===== src/rtl/jk_sched_pkg.sv =====
// Shared types and helpers for the JK cell round-robin scheduler.
// Latency: n/a (types and pure functions only).
// Backpressure: n/a.
package jk_sched_pkg;

    typedef enum logic [1:0] {
        CMD_HOLD   = 2'b00,
        CMD_RESET  = 2'b01,
        CMD_SET    = 2'b10,
        CMD_TOGGLE = 2'b11
    } cmd_t;

    typedef enum logic [1:0] {
        S_IDLE,
        S_DRIVE,
        S_SETTLE,
        S_CHECK
    } state_t;

    // {j,k} drive for a command; the encoding was chosen so the bits map directly.
    function automatic logic [1:0] cmd_jk(input cmd_t c);
        return 2'(c);
    endfunction

    // Value the cell must hold after the command, given y at accept time.
    function automatic logic cmd_expect(input cmd_t c, input logic y);
        logic e;
        case (c)
            CMD_RESET:  e = 1'b0;
            CMD_SET:    e = 1'b1;
            CMD_TOGGLE: e = ~y;
            default:    e = y;
        endcase
        return e;
    endfunction

endpackage


===== src/rtl/jk_rr_sched_arb.sv =====
// Two-way round-robin arbiter; prio names the requester favoured on a tie.
// Latency: purely combinational.
// Backpressure: grants nothing while en is low.
module rr_arb2 (
    input  logic [1:0] valid,
    input  logic       prio,
    input  logic       en,
    output logic [1:0] grant,
    output logic       grant_id
);

    // Single requester wins outright; a tie goes to the favoured requester.
    always_comb begin
        grant    = 2'b00;
        grant_id = 1'b0;
        if (en) begin
            case (valid)
                2'b01: begin grant = 2'b01; grant_id = 1'b0; end
                2'b10: begin grant = 2'b10; grant_id = 1'b1; end
                2'b11: begin grant = prio ? 2'b10 : 2'b01; grant_id = prio; end
                default: begin grant = 2'b00; grant_id = 1'b0; end
            endcase
        end
    end

endmodule


===== src/rtl/jk_rr_sched.sv =====
// Round-robin scheduler sharing one JK cell between two command requesters.
// Latency: accept to done is len+2 cycles (len = 1 for TOGGLE, PULSE_LEN otherwise).
// Backpressure: readies only in IDLE; a busy requester holds valid and cmd stable.
import jk_sched_pkg::*;

module jk_rr_sched #(
    parameter int PULSE_LEN = 2
) (
    input  logic       clk,
    input  logic       reset,
    input  logic       req0_valid,
    input  logic [1:0] req0_cmd,
    output logic       req0_ready,
    input  logic       req1_valid,
    input  logic [1:0] req1_cmd,
    output logic       req1_ready,
    output logic       j,
    output logic       k,
    input  logic       y_in,
    output logic       done,
    output logic       done_id,
    output logic       err
);

    localparam int CW = $clog2(PULSE_LEN + 1);
    localparam logic [CW-1:0] LAST_LONG = CW'(PULSE_LEN - 1);

    state_t        state_q;
    cmd_t          cmd_q;
    logic          id_q;
    logic          exp_q;
    logic          last_id_q;   // requester served most recently
    logic [CW-1:0] cnt_q;
    logic          j_q, k_q, done_q, done_id_q, err_q;

    logic          arb_en;
    logic [1:0]    grant;
    logic          grant_id;
    cmd_t          cmd_sel;
    logic [CW-1:0] cnt_last;

    assign arb_en = (state_q == S_IDLE) && !reset;

    rr_arb2 u_arb (
        .valid    ({req1_valid, req0_valid}),
        .prio     (~last_id_q),
        .en       (arb_en),
        .grant    (grant),
        .grant_id (grant_id)
    );

    assign req0_ready = grant[0];
    assign req1_ready = grant[1];
    assign cmd_sel    = grant_id ? cmd_t'(req1_cmd) : cmd_t'(req0_cmd);
    // TOGGLE must never hold j=k=1 beyond one cycle or the cell would oscillate.
    assign cnt_last   = (cmd_q == CMD_TOGGLE) ? '0 : LAST_LONG;

    // Scheduler FSM: capture on accept, pulse j/k, settle one cycle, then check y.
    always_ff @(posedge clk) begin
        if (reset) begin
            state_q   <= S_IDLE;
            cmd_q     <= CMD_HOLD;
            id_q      <= 1'b0;
            exp_q     <= 1'b0;
            last_id_q <= 1'b1;
            cnt_q     <= '0;
            j_q       <= 1'b0;
            k_q       <= 1'b0;
            done_q    <= 1'b0;
            done_id_q <= 1'b0;
            err_q     <= 1'b0;
        end else begin
            done_q <= 1'b0;
            err_q  <= 1'b0;
            case (state_q)
                S_IDLE: begin
                    if (|grant) begin
                        cmd_q      <= cmd_sel;
                        id_q       <= grant_id;
                        exp_q      <= cmd_expect(cmd_sel, y_in);
                        {j_q, k_q} <= cmd_jk(cmd_sel);
                        cnt_q      <= '0;
                        state_q    <= S_DRIVE;
                    end
                end
                S_DRIVE: begin
                    if (cnt_q == cnt_last) begin
                        j_q     <= 1'b0;
                        k_q     <= 1'b0;
                        state_q <= S_SETTLE;
                    end else begin
                        cnt_q <= cnt_q + CW'(1);
                    end
                end
                S_SETTLE: begin
                    // j=k=0 now, so y_in already shows the cell's final value.
                    done_q    <= 1'b1;
                    done_id_q <= id_q;
                    err_q     <= (y_in != exp_q);
                    state_q   <= S_CHECK;
                end
                default: begin
                    last_id_q <= id_q;
                    state_q   <= S_IDLE;
                end
            endcase
        end
    end

    assign j       = j_q;
    assign k       = k_q;
    assign done    = done_q;
    assign done_id = done_id_q;
    assign err     = err_q;

endmodule

===== config.mk =====
export PLATFORM = sky130hd
export DESIGN_NAME = jk_rr_sched
export DESIGN_NICKNAME = d
export VERILOG_FILES = /design/src/rtl/jk_sched_pkg.sv /design/src/rtl/jk_rr_sched_arb.sv /design/src/rtl/jk_rr_sched.sv
export SDC_FILE = /design/constraint.sdc
export NUM_CORES = 1
export LEC_CHECK = 0
export BUFFER_PORTS_ARGS = -buffer_cell sky130_fd_sc_hd__buf_2
export CAP_MARGIN = 20
export CORE_MARGIN = 5
export CORE_UTILIZATION = 25
export DETAILED_ROUTE_END_ITERATION = 7
export SYNTH_ARGS = -nofsm -noshare
export SYNTH_HDL_FRONTEND = slang
export SYNTH_SLANG_ARGS = --single-unit

===== constraint.sdc =====
create_clock -name clk -period 2.1 [get_ports clk]
set_input_delay 0.105 -clock clk [delete_from_list [all_inputs] [get_ports clk]]
set_output_delay 0.105 -clock clk [all_outputs]
set_load 0.005 [all_outputs]

# Yosys cells after proc, flatten, opt, wreduce, memory -nomap -nowiden
# Index checks and enable logic that the tools add are counted.
# word_totals
ff_bits,14
latch_bits,0
ramBits,0
mem_bits_ro,0
output_inout_bits,7
elab_cells,60
mem_count,0
# classes
add_sub_neg,1
n_mul,0
n_div,0
order_cmp,0
eq_ne,14
shift,0
n_mux,20
bitwise,3
n_reduce_logical,11
# ops
operator,count
$mux W2,7
$eq A2 B2 Y1 const B,6
$pmux W2 S3,2
$eq A2 B1 Y1 const B,3
$mux W1,6
$pmux W1 S2,3
$reduce_and A3 Y1,2
$ne A2 B2 Y1 const B,2
$pmux W2 S2,1
$reduce_and A2 Y1,2
$reduce_or A2 Y1,2
$not A1 Y1,3
$pmux W1 S3,1
$reduce_or A3 Y1,1
$add A2 B1 Y2 const B,1
$eq A2 B1 Y1,1
$logic_not A2 Y1,1
$ne A2 B1 Y1 const B,1
$reduce_bool A2 Y1,1
$logic_and A1 B1 Y1,1
$logic_not A1 Y1,1
$ne A1 B1 Y1,1

# Depth between registers and ports, before layout
# Gate-level depths: netlist (run 1).
# depth
word_depth,6
depth_mapped,6
depth_no_buf,6

# Cells and area by module
# Synthesis (run 1) repeated with hierarchy kept, for this count alone.
# hier_totals
cells_unflattened,84
hier_area_um2,742.0
# modules_own_cells
module,instances,cells_per_inst,area_per_inst_um2,seq_area_each_um2
jk_rr_sched,1,78,715.7,280.3
rr_arb2,1,6,26.3,0.0

# Worst setup path before layout (run 1)
# No wires, ideal clock.
# synth_path
kind,register to register
start,register state_q[0]
end,register exp_q
setup_time_ns,0.067
arrival_ns,1.474
required_time_ns,2.033
slack_ns,0.558
stages_incl_launch_ff,7
path_buffers,0
synth_period_minus_slack_ns,1.542
path_cell_list,dfxtp_1 -> inv_1 -> ha_1 -> nor2b_4 -> nand3_4 -> mux4_2 -> o21ai_2
# synth_between
elab_chain_len,6
elab_cells_between_ends,11
classes_between,3 x eq/ne; 4 x mux; 4 x reduce/logical
# synth_rtl
element,line,rtl
start: declaration,jk_rr_sched.sv:28,state_t state_q;
start signal: assignment,jk_rr_sched.sv:61,state_q <= S_IDLE;
start signal: assignment,jk_rr_sched.sv:83,state_q <= S_DRIVE;
start signal: assignment,jk_rr_sched.sv:90,state_q <= S_SETTLE;
$logic_not A2 Y1 *,"jk_rr_sched.sv:42, jk_rr_sched.sv:75",
$logic_and A1 B1 Y1,jk_rr_sched.sv:42,assign arb_en = (state_q == S_IDLE) && !reset;
$mux W1,jk_rr_sched_arb.sv:16,if (en) begin
$mux W2,jk_rr_sched.sv:54,assign cmd_sel = grant_id ? cmd_t'(req1_cmd) : cmd_t'(req0_cmd);
$eq A2 B2 Y1 or $eq A2 B1 Y1 (tied branches),jk_sched_pkg.sv:28,case (c)
$pmux W1 S3,jk_sched_pkg.sv:28,
end signal: assignment,jk_rr_sched.sv:80,"exp_q <= cmd_expect(cmd_sel, y_in);"
end: declaration,jk_rr_sched.sv:31,logic exp_q;
# Mark *: on every way between the ends. The rest lies on a longest branch, timed or not.
# A chain may end at the register's enable or synchronous reset.

# Worst setup path in the final report (run 1)
# layout_path
start,register state_q[0]
end,output req0_ready
# layout_between
elab_chain_len,3
# layout_rtl
element,line,rtl
$logic_not A2 Y1,jk_rr_sched.sv:42,
$logic_and A1 B1 Y1,jk_rr_sched.sv:42,
$mux W2,jk_rr_sched_arb.sv:16,
end: declaration,jk_rr_sched.sv:13,"output logic req0_ready,"
# Every way passes these cells.

==> results.cfg, run 1 <==
[final_layout]
final_nets = 116
num-fill-cells = 324
diodes = 0
syn_to_final_growth_pct = 18.6
drive_above_1_share_pct = 22.5

[logic_synthesis]
yosysWarnings = 0
avgSynthCellArea_sq_um = 8.96
ys_seq_area_share_pct = 36.8
synth_top_family_by_area = simple AND/OR/NAND/NOR gates
yosysUniqueCellTypes = 32
synth_simple_gate_area_share_pct = 23.3
synth_commonest_cells = dfxtp_1 (14), nand2_1 (11), inv_1 (8)
syn-cell-area_sq_um = 762
synth_compound_area_share_pct = 19.9
ys_ff_latch = 14
yosysMostFrequentCell = dfxtp_1
ys_top_cells_by_area = dfxtp_1 (37%), ha_1 (6.6%), nand2_1 (5.4%)
syn_inst = 85
yosysTopAreaCell = dfxtp_1
synthFlopType = dfxtp_1
synthMuxAreaShare_pct = 6.90
netlist.area_leader.share_pct = 36.8
synth-xor-area-share_pct = 1.15
ys_async_sr_fraction_pct = 0
synth_edf_count = 0
synth_fa_ha_area_share_pct = 6.57
synth_nets = 98

[grt]
grt_pass1_wl_mm = 2.69
grt_usage_pct = 8.06
antenna_found_initial = 0
grt_max_degree = 10
gr-total-overflow = 0
grt_pass1_vias = 660

[critical_path]
crit_type = register to output pin
cp-start-kind = register
critPathBufInv = 2
reg2reg_to = exp_q
crit_slowest_cell = dfxtp_1
rrSetupSlack_ns = 0.45
critPathTopFamily = flip-flops
cp_max_fo = 6
reg2reg_from = state_q[0]
cp-startpoint = state_q[0]
crit_chain = inv_1 > ha_1 > nor2b_4 > nand2_1 > a21oi_1 > buf_2
max_stage_delay_ns = 0.35
cp.required_ns = 2.00
worst_ep_arrival_time_ns = 1.57
crit_path_end_kind = output pin
r2r_cells = 6
endpoint = req0_ready
crit_cells = 6

[cts]
root_buffer = clkbuf_4
cts.htree.levels = 1
hold_buffers = 0
cts_tree = yes
clkLatencyLatePin_ns = 0.28
post-cts-setup-buffers = 0
path_clk_slew_ns = 0.08
cts.sinks = 14
cts.path.max_buffers = 2
post_cts_resize_count = 0
numCtsBuffers = 3

[power]
power_leakage_nw = 0.417
peakVddDrop_v = 0.000479
power.density_nw_per_um2 = 1030

[place]
pre_cts_ws_ns = 0.453
finalWeightedCongestion = 0.792
dpl.hpwl_mm = 1.26
io_buffer_count = 15

[worst_hold_path]
holdCritPathClass = input pin to register

[timing]
fin_setup_tns_ns = 0
fin_ws_ns = 0.427
slew-limit-headroom_pct = 76.9
finClkSkew_ns = 0.000286
period_share_pct = 79.7
slew_violations = 0
min_period_ns = 1.67
fmax_ghz = 0.598
setup_viol = 0
rsz0062_at_grt = no
worstMarginPinSlew_ns = 0.345
final_hold_viol_count = 0

[route]
drc = 0
wl_per_cell_um = 11.4
vias = 647
ant_nets = 0
drtPass1Iterations = 4
drtIter0Drc = 17
routed_wl_mm = 1.54
viasPerCell = 4.79

[floorplanning]
start_util_pct = 25.6
die_area_sq_um = 4250
rows = 20
fp.dieH_um = 65.2
ios = 16
core_sq_um = 2980
die_w_um = 65.2

[flow_run]
max_cap_violations = 0

[run_status]
status = finished clean
-- routing by layer --
layer / up-vias / track usage [%] / wire length (um)
li1: 332 / - / -
met1: 299 / 9.08 / 699
met2: 11 / 14.2 / 747
met3: 5 / 1.88 / 50
met4: 0 / 3.89 / 38
met5: - / 0 / 0
-- report_power, final --
group	total (W)	switching, W	leakage (nW)	internal, W
Clock	0.000194	0.0000881	0.0210	0.000106
Sequential	0.000373	0.0000450	0.115	0.000328
Combinational	0.000362	0.000197	0.282	0.000166
-- cell type report --
| type | count | area [sq um] | share of cell area (%) |
|---|---|---|---|
| Clock buffer | 4 | 36.3 | 4.02 |
| Inverter | 8 | 30.0 | 3.32 |
| Multi-Input combinational cell | 61 | 440 | 48.8 |
| Sequential cell | 14 | 280 | 31.0 |
| Tap cell | 33 | 41.3 | 4.57 |
| Timing Repair Buffer | 15 | 75.1 | 8.31 |
-- per-stage QoR --
| stage | instances | total power [W] | area, sq um | hold slack [ns] | util [%] |
|---|---|---|---|---|---|
| after floorplan | 85 | 0.000644 | 762 | 0.252 | - |
| after global placement | 131 | 0.000732 | 867 | 0.408 | 29.1 |
| after detailed placement | 131 | 0.000744 | 867 | 0.420 | 29.1 |
| after CTS | 135 | 0.000936 | 903 | 0.120 | 30.3 |
| after global routing | 135 | 0.00100 | 903 | 0.142 | 30.3 |
| final | 135 | 0.000929 | 903 | 0.110 | 30.3 |
-- registers in the layout (all words and copies together) (netlist names) --
name       cells
done_id        1
cmd_q          2
j              1
done           1
cnt_q          2
exp_q          1
last_id_q      1
err            1
state_q        2
id_q           1
k              1
-- worst min-delay path by stage --
| stage | from | end | slack, ns | cells after the start |
|---|---|---|---|---|
| floorplan | req1_valid | id_q | 0.25 | 2 |
| global placement | reset | done_id | 0.41 | 2 |
| detailed placement | reset | cnt_q[0] | 0.42 | 2 |
| CTS | reset | cnt_q[0] | 0.12 | 2 |
| global route | reset | cmd_q[1] | 0.14 | 2 |
| finish | reset | cnt_q[0] | 0.11 | 2 |
-- kinds of logic after synthesis --
family          count (synthesis)
simple gates                   30
compound gates                 22
flops                          14
buf+inv                        10
mux                             4
fa+ha+maj                       4
xor+xnor                        1
-- cells in the final DEF, fill, tap and decap left out, types with 2 or more instances in the layout --
cell type | Yosys | layout
nor2b_1 | 3 | 3
and2_1 | 3 | 3
dfxtp_1 | 14 | 14
o21ai_0 | 4 | 4
ha_1 | 4 | 4
a211o_1 | 3 | 3
a311oi_1 | 2 | 2
o21ai_1 | 2 | 2
inv_1 | 8 | 8
clkbuf_4 | 0 | 3
a21oi_1 | 4 | 4
nand3b_1 | 2 | 2
a22oi_1 | 2 | 2
mux2i_1 | 3 | 3
nand2_1 | 11 | 11
nor2_1 | 3 | 3
buf_2 | 0 | 15
(Power assumes the default switching activity.)
==> run 2, diff against run 1 <==
==> constraint.sdc (replaced) <==
create_clock -name clk -period 1.5 [get_ports clk]
set_input_delay 0.075 -clock clk [delete_from_list [all_inputs] [get_ports clk]]
set_output_delay 0.075 -clock clk [all_outputs]
set_load 0.005 [all_outputs]
==> results.cfg, run 2 (synthesis results as in run 1) <==
[run_status]
status = complete, but fails checks
violations = negative setup slack

[route]
wl_per_cell_um = 11.4
routed_wl_mm = 1.69
drtIter0Drc = 12
drc = 0
drtPass1Iterations = 4
vias = 687
ant_nets = 0
viasPerCell = 4.64

[floorplanning]
die_w_um = 65.2
start_util_pct = 25.6
fp.dieH_um = 65.2
core_sq_um = 2980
die_area_sq_um = 4250
ios = 16
rows = 20

[final_layout]
fin_util_pct = 35.5
diodes = 0
top_regs = cmd_q: 2 flops, cnt_q: 2 flops, state_q: 2 flops
final-instance-count-excl-fill = 148
stdcell_area_sq_um = 1060
final_nets = 129
syn_to_final_growth_pct = 38.8
layout_commonest_cell = buf_2
drive_above_1_share_pct = 42.6
final_cell_mix = buf_2 (14), dfxtp_1 (12), nand2_1 (11), buf_4 (11), inv_1 (5)

[timing]
period_share_pct = 103
slew-limit-headroom_pct = 81.3
setup_viol = 1
fin_ws_ns = -0.0425
min_period_ns = 1.54
slew_violations = 0
finClkSkew_ns = 0.000903
worstMarginPinSlew_ns = 0.278
fmax_ghz = 0.648
final_hold_viol_count = 0
rsz0062_at_grt = yes

[grt]
grt_max_degree = 10
gr-total-overflow = 0
grt_pass1_vias = 719
grt_usage_pct = 9.07
antenna_found_initial = 0
grt_pass1_wl_mm = 3.00

[cts]
clkLatencyLatePin_ns = 0.28
root_buffer = clkbuf_4
numCtsBuffers = 3
cts.htree.levels = 1
cts.path.max_buffers = 2
hold_buffers = 0
cts_tree = yes
path_clk_slew_ns = 0.08
cts.sinks = 14

[worst_hold_path]
holdCritPathClass = input pin to register
min_path_cells = 2

[power]
power_leakage_nw = 0.487
power.density_nw_per_um2 = 1490
peakVddDrop_v = 0.000838

[place]
placed_cells = 138
dpl.hpwl_mm = 1.34
io_buffer_count = 15
placed_area_sq_um = 922
finalWeightedCongestion = 0.749
pre_cts_ws_ns = 0.000827

[critical_path]
r2r_cells = 7
crit_type = register to register
crit_path_end_kind = register
cp-start-kind = register
worst_ep_arrival_time_ns = 1.76
cp.required_ns = 1.72
cp_max_fo = 3

[flow_run]
max_cap_violations = 0
-- run 2: cell count changes in the layout (fill, tap and decap cells not counted), sizes merged --
| cell | previous run | this run |
|---|---|---|
| buf | 15 | 28 |
-- run 2: final cells by class --
class / instances / area [sq um]
Timing Repair Buffer: 28 / 186
Fill cell: 302 / 1920
Multi-Input combinational cell: 61 / 480
Clock buffer: 4 / 36.3
Tap cell: 33 / 41.3
Sequential cell: 14 / 283
Inverter: 8 / 30.0
-- run 2: worst paths after layout --
kind	slack, ns	end	start
max	-0.04	exp_q	state_q[0]
min	0.1	cnt_q[1]	reset
max reg2reg	-0.04	exp_q	state_q[0]
min reg2reg	0.45	k	k
-- run 2: what timing repair did --
item                                    CTS  global route
setup buffers                             6             0
resized for setup                         7            10
pin swaps                                 2             2
endpoints found under the setup margin    2            11
-- run 2: power by group --
part	switching, W	internal, W	total (W)
sequential	0.0000538	0.000463	0.000517
clock	0.000122	0.000148	0.000270
combinational	0.000357	0.000436	0.000793
-- run 2: stage by stage --
step                hold slack [ns]  TNS (ns)  power, W
finish                       0.0997   -0.0425   0.00158
global route                  0.107    -0.255   0.00172
CTS                          0.0911   -0.0773   0.00155
detailed placement            0.394         0   0.00115
global placement              0.393         0   0.00113
floorplan                     0.214         0  0.000907
-- run 2: routing by layer --
| layer | GRT usage, % | vias to the layer above | share of wire (%) |
|---|---|---|---|
| li1 | - | 358 | - |
| met5 | 0 | - | 0 |
| met1 | 9.95 | 316 | 44 |
| met2 | 15.7 | 11 | 51 |
| met3 | 2.39 | 2 | 3.3 |
| met4 | 5.18 | 0 | 1.6 |
-- run 2: worst max-delay path, cell delays in order (launching register included) --
cell,delay [ns]
dfxtp_2,0.34
inv_2,0.05
ha_4,0.15
nor2b_4,0.13
buf_6,0.12
nand3_4,0.07
mux4_2,0.50
o21ai_2,0.12
==> run 3, diff against run 2 <==
--- a/config.mk
+++ b/config.mk
@@ -10,6 +10,7 @@
 export CORE_MARGIN = 5
 export CORE_UTILIZATION = 25
 export DETAILED_ROUTE_END_ITERATION = 7
+export PLACE_DENSITY = 0.45
 export SYNTH_ARGS = -nofsm -noshare
 export SYNTH_HDL_FRONTEND = slang
 export SYNTH_SLANG_ARGS = --single-unit
==> results.cfg, run 3 (synthesis results as in run 1) <==
[run_status]
status = finished clean

[grt]
grt_usage_pct = 9.04
grt_pass1_wl_mm = 2.97
antenna_found_initial = 0
grt_pass1_vias = 670
gr-total-overflow = 0
grt_max_degree = 10

[floorplanning]
die_area_sq_um = 4250
fp.dieH_um = 65.2
core_sq_um = 2980
start_util_pct = 25.6
die_w_um = 65.2
rows = 20
ios = 16

[cts]
clkLatencyLatePin_ns = 0.27
cts.sinks = 14
numCtsBuffers = 3
cts.htree.levels = 1
cts_tree = yes
hold_buffers = 0
path_clk_slew_ns = 0.08
cts.path.max_buffers = 2
root_buffer = clkbuf_4

[timing]
final_hold_viol_count = 0
slew_violations = 0
setup_viol = 0
min_period_ns = 1.50
period_share_pct = 99.9
worstMarginPinSlew_ns = 0.300
slew-limit-headroom_pct = 79.8
fin_hold_ws_ns = 0.118
finClkSkew_ns = 0.000696
fmax_ghz = 0.667
rsz0062_at_grt = yes
fin_ws_ns = 0.00103

[final_layout]
top_regs = cmd_q: 2 flops, cnt_q: 2 flops, state_q: 2 flops
final_cell_mix = buf_2 (15), dfxtp_1 (12), buf_4 (11)
fin_util_pct = 34.8
stdcell_area_sq_um = 1040
syn_to_final_growth_pct = 36.0
final_nets = 128
diodes = 0
layout_commonest_cell = buf_2
final-instance-count-excl-fill = 146
drive_above_1_share_pct = 41.6

[route]
routed_wl_mm = 1.81
drtPass1Iterations = 4
viasPerCell = 4.71
ant_nets = 0
drtIter0Drc = 3
wl_per_cell_um = 12.4
vias = 687
drc = 0

[place]
finalWeightedCongestion = 0.702
placed_area_sq_um = 915
placed_cells = 137
io_buffer_count = 15
dpl.hpwl_mm = 1.34
pre_cts_ws_ns = -0.00237

[critical_path]
cp.required_ns = 1.42
worst_ep_arrival_time_ns = 1.42
crit_path_end_kind = output pin
cp_max_fo = 4
cp-start-kind = register
crit_type = register to output pin

[power]
peakVddDrop_v = 0.000663
power.density_nw_per_um2 = 1480
power_leakage_nw = 0.481

[flow_run]
max_cap_violations = 0

[worst_hold_path]
holdCritPathClass = input pin to register
==> run 3: final timing paths <==
path	cells past startpoint	end	startpoint	slack [ns]
worst min register to register	2	j	j	0.45
worst min-delay path	2	done_id	reset	0.12
worst max-delay path	7	req0_ready	state_q[0]	0.001
worst max register to register	7	j	state_q[0]	0.01
==> run 3: layout make-up <==
type,count,area (sq um)
inverter,8,30.0
tap,33,41.3
timing repair buffer,27,169
clock buffer,3,22.5
sequential,14,283
fill,303,1940
multi-input combinational,61,490
==> run 3: worst max-delay path, cell delays in order (launching register included) <==
cell and delay (ns):
dfxtp_2 0.33, inv_2 0.07, ha_4 0.14, nor2b_4 0.21
buf_6 0.13, nand2_4 0.04, a21oi_2 0.10, buf_2 0.12
==> run 3: power breakdown <==
part           total, W  internal [W]  switching, W
registers      0.000518      0.000463     0.0000552
clock network  0.000214     0.0000929      0.000121
logic          0.000796      0.000423      0.000374
==> run 3: timing repair <==
item	CTS	global route
setup endpoints to repair	3	10
pin swaps	1	4
buffers inserted	4	2
resized for setup	7	8
==> run 3: routing by layer <==
layer / routed length (um) / vias up / global-route usage, %
li1: - / 355 / -
met1: 794 / 325 / 10.8
met2: 959 / 5 / 15.8
met3: 39 / 2 / 1.54
met4: 13 / 0 / 3.89
met5: 0 / - / 0
==> run 3: stage by stage <==
| stage | total power (W) | TNS (ns) |
|---|---|---|
| after floorplan | 0.000907 | 0 |
| after global placement | 0.00114 | 0 |
| after detailed placement | 0.00114 | -0.00237 |
| after CTS | 0.00147 | 0 |
| after global routing | 0.00167 | -0.203 |
| final | 0.00153 | 0 |
